===== src/rtl/bcd_pkg.sv =====
// Shared types and constants for the multi-digit BCD counter.
// Latency: none (declarations only).
// Backpressure: none (declarations only).
//
// Contents:
//   bcd_digit_t      4-bit BCD decade value
//   BCD_MAX/BCD_MIN  terminal digit values for up/down counting
//   DIGITS_MAX       largest supported decade count per instance
//   bcd_digit_valid  returns 1 when a nibble is a legal BCD digit (0..9)
package bcd_pkg;

   typedef logic [3:0] bcd_digit_t;

   localparam bcd_digit_t BCD_MAX    = 4'd9;
   localparam bcd_digit_t BCD_MIN    = 4'd0;
   localparam int         DIGITS_MAX = 8;

   // Codes 10..15 are not BCD; used to reject a parallel load.
   function automatic logic bcd_digit_valid(input bcd_digit_t d);
      return (d <= BCD_MAX);
   endfunction

endpackage : bcd_pkg


===== src/rtl/bcd_digit.sv =====
// One BCD decade register with load, count and terminal-digit flag.
// Latency: q updates one clk after en/ld; tc is combinational from q.
// Backpressure: none; en acts as the carry-in from the lower decade.
//
// Optional feature macro: BCD_CNT_DOWN_EN (adds the up input and borrow path).
// Ports:
//   clk, reset_n  rising-edge clock, asynchronous active-low reset
//   en            count this decade on the next edge
//   up            1 = increment, 0 = decrement (BCD_CNT_DOWN_EN only)
//   ld, ld_val    synchronous load of an already-validated digit
//   q             registered digit value, always 0..9
//   tc            digit is at its terminal value (9 up, 0 down)
module bcd_digit
   import bcd_pkg::*;
(
   input  logic       clk,
   input  logic       reset_n,
   input  logic       en,
`ifdef BCD_CNT_DOWN_EN
   input  logic       up,
`endif
   input  logic       ld,
   input  bcd_digit_t ld_val,
   output bcd_digit_t q,
   output logic       tc
);

   bcd_digit_t q_d;
   bcd_digit_t q_q;

   // Each decade works only on its own 4 bits: wrap is decided by comparing
   // against the terminal value rather than by a wider binary add.
   always_comb begin
      q_d = q_q;
      if (ld) begin
         q_d = ld_val;
      end else if (en) begin
`ifdef BCD_CNT_DOWN_EN
         if (up) begin
            q_d = (q_q == BCD_MAX) ? BCD_MIN : (q_q + 4'd1);
         end else begin
            q_d = (q_q == BCD_MIN) ? BCD_MAX : (q_q - 4'd1);
         end
`else
         q_d = (q_q == BCD_MAX) ? BCD_MIN : (q_q + 4'd1);
`endif
      end
   end

   always_ff @(posedge clk or negedge reset_n) begin
      if (!reset_n) begin
         q_q <= BCD_MIN;
      end else begin
         q_q <= q_d;
      end
   end

   assign q = q_q;

   // Terminal digit follows the current direction so a mid-count change of
   // up drives the ripple chain correctly on the very next enabled edge.
`ifdef BCD_CNT_DOWN_EN
   assign tc = up ? (q_q == BCD_MAX) : (q_q == BCD_MIN);
`else
   assign tc = (q_q == BCD_MAX);
`endif

endmodule : bcd_digit


===== src/rtl/bcd_counter_n.sv =====
// Parametrised DIGITS-decade synchronous BCD counter with load and cascade carry.
// Latency: Q/load_err one clk after enable/load; done/carry_out combinational.
// Backpressure: none; enable is the cascade carry-in, carry_out feeds the next stage.
//
// Optional feature macro: BCD_CNT_DOWN_EN (adds up_dn port and down counting).
// Parameters:
//   DIGITS     number of decades, 1..DIGITS_MAX
// Ports:
//   clk        rising-edge clock
//   reset_n    asynchronous active-low reset (Q = 0, load_err = 0)
//   enable     count enable / cascade carry-in
//   load       synchronous parallel load strobe, wins over enable
//   load_val   BCD load value, digit 0 in [3:0]
//   up_dn      1 = up, 0 = down (BCD_CNT_DOWN_EN only)
//   Q          registered BCD count, digit 0 in [3:0]
//   done       terminal count (all 9s up, all 0s down)
//   carry_out  done & enable & ~load, asserted the cycle before the wrap
//   load_err   sticky flag: last load carried a non-BCD digit
module bcd_counter_n
   import bcd_pkg::*;
#(
   parameter int DIGITS = 4
) (
   input  logic                clk,
   input  logic                reset_n,
   input  logic                enable,
   input  logic                load,
   input  logic [4*DIGITS-1:0] load_val,
`ifdef BCD_CNT_DOWN_EN
   input  logic                up_dn,
`endif
   output logic [4*DIGITS-1:0] Q,
   output logic                done,
   output logic                carry_out,
   output logic                load_err
);

   // ---------------------------------------------------------------------
   // Load validation: a single bad nibble rejects the whole word so Q never
   // holds a mix of old and new digits.
   // ---------------------------------------------------------------------
   logic load_ok;
   logic load_acc;

   always_comb begin
      load_ok = 1'b1;
      for (int k = 0; k < DIGITS; k++) begin
         if (!bcd_digit_valid(load_val[4*k +: 4])) begin
            load_ok = 1'b0;
         end
      end
   end

   assign load_acc = load & load_ok;

   // load_err only moves on load cycles; otherwise it is sticky.
   logic load_err_d;
   logic load_err_q;

   always_comb begin
      load_err_d = load_err_q;
      if (load) begin
         load_err_d = ~load_ok;
      end
   end

   always_ff @(posedge clk or negedge reset_n) begin
      if (!reset_n) begin
         load_err_q <= 1'b0;
      end else begin
         load_err_q <= load_err_d;
      end
   end

   assign load_err = load_err_q;

   // ---------------------------------------------------------------------
   // Decade array with ripple enable chain.
   // en_chain[k] = enable & ~load & tc of every lower digit. Gating with
   // ~load at the bottom keeps a rejected load from letting the count move.
   // The chain's top bit is exactly the cascade carry.
   // ---------------------------------------------------------------------
   logic [DIGITS:0]   en_chain;
   logic [DIGITS-1:0] tc;

   assign en_chain[0] = enable & ~load;

   for (genvar k = 0; k < DIGITS; k++) begin : g_digit
      bcd_digit u_digit (
         .clk     (clk),
         .reset_n (reset_n),
         .en      (en_chain[k]),
`ifdef BCD_CNT_DOWN_EN
         .up      (up_dn),
`endif
         .ld      (load_acc),
         .ld_val  (load_val[4*k +: 4]),
         .q       (Q[4*k +: 4]),
         .tc      (tc[k])
      );

      assign en_chain[k+1] = en_chain[k] & tc[k];
   end

   assign done      = &tc;
   assign carry_out = en_chain[DIGITS];

endmodule : bcd_counter_n


===== config.mk =====
export PLATFORM = sky130hd
export DESIGN_NAME = bcd_counter_n
export DESIGN_NICKNAME = d
export VERILOG_FILES = /design/src/rtl/bcd_pkg.sv /design/src/rtl/bcd_digit.sv /design/src/rtl/bcd_counter_n.sv
export SDC_FILE = /design/constraint.sdc
export NUM_CORES = 1
export LEC_CHECK = 0
export CORE_ASPECT_RATIO = 0.9
export CORE_UTILIZATION = 42
export CTS_CLUSTER_SIZE = 14
export DETAILED_ROUTE_END_ITERATION = 10
export PLACE_DENSITY = 0.8
export SLEW_MARGIN = 40
export SYNTH_ARGS = -nofsm -noshare
export SYNTH_HDL_FRONTEND = slang
export SYNTH_HIERARCHICAL = 1
export SYNTH_SLANG_ARGS = --single-unit

===== constraint.sdc =====
create_clock -name clk -period 4.7 [get_ports clk]
set_input_delay 0.47 -clock clk [delete_from_list [all_inputs] [get_ports clk]]
set_output_delay 0.47 -clock clk [all_outputs]
set_load 0.005 [all_outputs]

After elaboration in Yosys (flattened, before gate mapping)
Index checks and enable logic that the tools add are counted.
{"block": "classes", "n_lt_le_gt_ge": 4, "bitwise": 8, "shifts": 0, "reduce_logical": 5, "n_addsub": 4, "div_mod_pow": 0, "mul": 0, "n_eq_ne": 4, "mux": 16}
{"operator": "4-bit 2-to-1 mux", "n": 12}
{"operator": "4-bit by 1-bit adder with 4-bit output, second input constant", "n": 4}
{"operator": "4-bit == test, second input constant", "n": 4}
{"operator": "4-bit less-or-equal comparator, second input constant", "n": 4}
{"operator": "2-bit nonzero test", "n": 4}
{"operator": "1-bit AND", "n": 6}
{"operator": "1-bit 2-to-1 mux", "n": 4}
{"operator": "4-bit AND reduction", "n": 1}
{"operator": "1-bit inverter", "n": 2}
{"block": "totals", "wordCells": 46, "regBits": 17, "latch_bits": 0, "ram_bits": 0, "output_inout_bits": 19, "inputBits": 20, "rom_bits": 0, "n_memories": 0}

Logic depth before layout (Yosys ltp)
{"block": "logic_depth", "depth_word": 7, "mapped_depth": 7}

Hierarchy
Netlist, hierarchy kept.
{"module": "bcd_digit", "area_each_um2": 222.7, "n_inst": 4, "seq_area_each_um2": 100.1, "cells_per_inst": 24}
{"module": "bcd_counter_n", "area_each_um2": 112.6, "n_inst": 1, "seq_area_each_um2": 25.0, "cells_per_inst": 15}

Least setup slack after synthesis
No wires, ideal clock.
{"block": "synth_path", "path_kind": "input-to-reg", "start": "input load_val[13]", "end": "register g_digit[0].u_digit.q_q[3]", "arrival_ps": 2186, "slack_ps": 2386, "stages": 6, "setup_ps": 129, "path_buffers": 0, "path_cell_list": "o21ai_1 nand2_1 nor3_1 inv_1 nor2_1 a31oi_1"}
{"block": "synth_via", "elab_chain_len": 4}
{"item": "start: declaration", "line": "bcd_counter_n.sv:28", "rtl": "input logic [4*DIGITS-1:0] load_val,"}
{"item": "4-bit less-or-equal comparator (*)", "line": "bcd_pkg.sv:20", "rtl": "return (d <= BCD_MAX);"}
{"item": "1-bit 2-to-1 mux (*)", "line": "bcd_counter_n.sv:48", "rtl": "if (!bcd_digit_valid(load_val[4*k +: 4])) begin"}
{"item": "1-bit AND (*)", "line": "bcd_counter_n.sv:54", "rtl": "assign load_acc = load & load_ok;"}
{"item": "net load_acc", "line": "bcd_counter_n.sv:43", "rtl": "logic load_acc;"}
{"item": "4-bit 2-to-1 mux / 2-bit nonzero test (equally long branches)"}
{"item": "end signal: assignment", "line": "bcd_digit.sv:54", "rtl": "q_q <= q_d;"}
{"item": "end: declaration", "line": "bcd_digit.sv:29", "rtl": "bcd_digit_t q_q;"}
The timed path passes the listed nets; every way through them passes the cells marked *.
A chain may end at the register's enable or synchronous reset.

Worst setup path in the final report
{"block": "layout_path", "start": "register g_digit[3].u_digit.q_q[2]", "end": "output carry_out"}
{"block": "layout_via", "elab_chain_len": 2}
{"item": "start: declaration", "line": "bcd_digit.sv:29"}
{"item": "start signal: assignment", "line": "bcd_digit.sv:54"}
{"item": "4-bit == test", "line": "bcd_digit.sv:65", "rtl": "assign tc = (q_q == BCD_MAX);"}
{"item": "net tc[3]", "line": "bcd_counter_n.sv:84", "rtl": "logic [DIGITS-1:0] tc;"}
{"item": "1-bit AND", "line": "bcd_counter_n.sv:102", "rtl": "assign en_chain[k+1] = en_chain[k] & tc[k];"}
{"item": "end: declaration", "line": "bcd_counter_n.sv:34", "rtl": "output logic carry_out,"}
The timed path passes the listed nets, and every way through them passes these cells.

==> metrics <==
critical-path cell list=nor2b_1 > and3b_2 > and4_1 > and2_1 > clkdlybuf4s50_1; Core ar.=0.002222 mm^2; Rel. slew slack=0.4978; detailed-route wire length=between 2000 and 2500 um; Avg Vias per Cell=5.367; Startpoint Class=flop; Setup Viol. Count Final=0; library cells used by synthesis=24; final net count=174; Final Wtd Congestion=around 0.76; drt wl/cell=around 13 um; residual DRC count=0; DIE AREA=0.002589 mm^2; Clk pin slew, worst setup/hold paths=around 0.09 ns; area grow syn2layout=44.51%; CTS root buf=clkbuf_4; Synth area leader=dfrtp_1; die height=48.37 um; global-route wire length before repair=4071 um; Final Cycle Share=0.5298; port buffer count=38; worst-path maximum fanout=5; vias=slightly below 1000; Starting DRT DRC Count=25; Worst VDD drop=~0.00033 V; Final min period=approximately 2.5 ns; vias in the first global route=908; site row count=16; R2R Setup Slk=between 2 and 3 ns; CP Launch Point=g_digit[3].u_digit/q[2]; total grt overflow=0; Synth area leaders=dfrtp_1 42%, o21ai_0 8.5%, nor2b_1 5.0%; Final TNS setup=0 ns; Yosys reg bits=17; buffers and inverters on the worst path=1; Worst Tran Pin Value=0.7508 ns; Clock Skew=0.002178 ns; worst path required time=4.23 ns; # Max-Cap Violations=0; cts bufs inserted=3; CTS tree=built; initial antenna violation count=0; critical path data arrival time=a little over 2 ns; syn avg cell area=between 9 and 10 um^2; cts repair resizes=0; slowest cell delay on critical path=0.50 ns; clk buf depth=2; Cell Pwr Density=around 400 mW/mm^2; clk sinks=17; RR Endpoint=g_digit[3].u_digit/q[1]; top cells by count, synth=17 x dfrtp_1, 17 x o21ai_0, 10 x nand2_1, 8 x nor2b_1; register area share after synthesis=0.4239; Largest delay share family, worst path=simple AND/OR/NAND/NOR gates; layout cells sized above 1=0.09150; M3 GR Usage=0.06918; # IOs=39; hpwl dp=around 1900 um; Initial Util=0.4516; Post-DP Area=between 0.001 and 0.0015 mm^2; Clock Latency Late Sink=0.29 ns; Static Leak=0.5516 nW; Top Usage Layer GRT=met2; Setup crit end=carry_out; CP Class=flop to primary output; DR pass1 iterations=4; post-route cell area=between 0.001 and 0.0015 mm^2; Worst Hold Class=input pin to asynchronous set/reset pin; cell count of the worst reg-to-reg path=7; Hold Buf Count CTS=0; postcts setup bufs=0; RSZ-0062 raised after global routing=no; top cell type's share of synthesized area=0.4239; Hold Fails Final Rpt=0; met1 Track Usage GR=0.2869; synth warn=6; # fillers=179; Syn Nets=131; GRT Total Usage=0.2150; Post-Syn Area=roughly 0.0010 mm^2; slowest CP cell=clkdlybuf4s50_1; Die X-Extent=53.53 um; dominant synthesized flop cell=dfrtp_1; Post-synth EDFFs=0; outcome=complete, no violations; maximum number of pins on one net before global-route repair=25; Final Max Slew Viols=0; ys async rst share=1.000; H-tree levels=1; GR Util met2=0.3396; Routed Antenna Nets=0; FMAX=0.4016 GHz; Critical Path End Type=primary output; ANT cells=0; Syn Inst Count=111; RR Startpoint=g_digit[0].u_digit/q[2]; CP Depth=5
-- where the power goes --
| group | internal [W] | leakage (nW) | switching, W | total [W] |
|---|---|---|---|---|
| clock | 0.0000330 | 0.0150 | 0.0000441 | 0.0000771 |
| combinational | 0.000157 | 0.344 | 0.0000841 | 0.000241 |
| sequential | 0.000194 | 0.193 | 0.0000715 | 0.000266 |
| total | 0.000384 | 0.552 | 0.000200 | 0.000583 |
-- per-layer routing --
layer / vias up / part of all wire
li1: 483 / -
met3: 2 / 0.055
met1: 451 / 0.45
met2: 30 / 0.49
met4: 0 / 0.0063
met5: - / 0
-- layout make-up --
type	instances	area [um^2]	share of cell area
multi-input combinational	90	574.3	0.3960
clock buffer	4	26.28	0.01812
tap	27	33.78	0.02330
sequential	17	425.4	0.2934
timing repair buffer	38	375.4	0.2588
inverter	4	15.01	0.01035
-- layout by cell type (no fill, tap or decap) --
master | synthesis | final
a21oi_1 | 4 | 4
a2bb2oi_1 | 4 | 4
a31oi_1 | 4 | 4
and2_1 | 3 | 3
and3_1 | 1 | 1
and3b_2 | 4 | 4
and4_1 | 1 | 1
and4b_1 | 4 | 4
buf_2 | 0 | 1
clkbuf_1 | 0 | 1
clkbuf_4 | 0 | 3
clkdlybuf4s50_1 | 0 | 37
dfrtp_1 | 17 | 17
inv_1 | 4 | 4
nand2_1 | 10 | 10
nand2_2 | 4 | 4
nand3_1 | 4 | 4
nor2_1 | 4 | 4
nor2b_1 | 8 | 8
nor2b_2 | 1 | 1
nor3_4 | 0 | 1
o21a_1 | 1 | 1
o21ai_0 | 17 | 17
o21ai_1 | 2 | 2
o32a_1 | 1 | 1
or3_1 | 4 | 4
xnor2_1 | 4 | 4
xor2_1 | 4 | 4
-- state kept, by name, summed over array words and instances (netlist names) --
register           cells
load_err               1
g_digit.u_digit/q     16
-- how the worst min path moves through the flow --
stage	from	end	slack (ns)	depth (start not counted)
6_report	reset_n	g_digit[2].u_digit/q[3]	0.09	1
5_1_grt	reset_n	g_digit[2].u_digit/q[3]	0.09	1
4_1_cts	load_err	load_err	0.55	1
3_5_place_dp	load_err	load_err	0.52	1
3_3_place_gp	load_err	load_err	0.51	1
2_1_floorplan	reset_n	g_digit[0].u_digit/q[0]	0.17	0
-- worst register-to-register path, delay by kind of cell (launching register included) --
family / cells / cell delay (ns)
simple gates: 6 / 1.34
flops: 1 / 0.43
compound gates: 1 / 0.15
-- metrics by stage --
step	total power (W)	setup slack (ns)	instances	util	hold slack, ns
floorplan	0.0003599	2.386	111	-	0.1744
global placement	0.0005031	2.009	176	0.6402	0.5105
detailed placement	0.0005083	2.276	176	0.6430	0.5234
CTS	0.0005881	2.198	180	0.6548	0.5462
global route	0.0006364	2.132	180	0.6526	0.08979
finish	0.0005834	2.210	180	0.6526	0.09489
-- cell families (layout without fill, tap and decap cells) --
group           count (synthesis)  in the layout  synth area share
flops                          17             17            0.4239
compound gates                 33             33            0.1920
xor+xnor                        8              8           0.06982
simple gates                   49             49            0.2993
buf+inv                         4             46           0.01496
(Power assumes the default switching activity.)
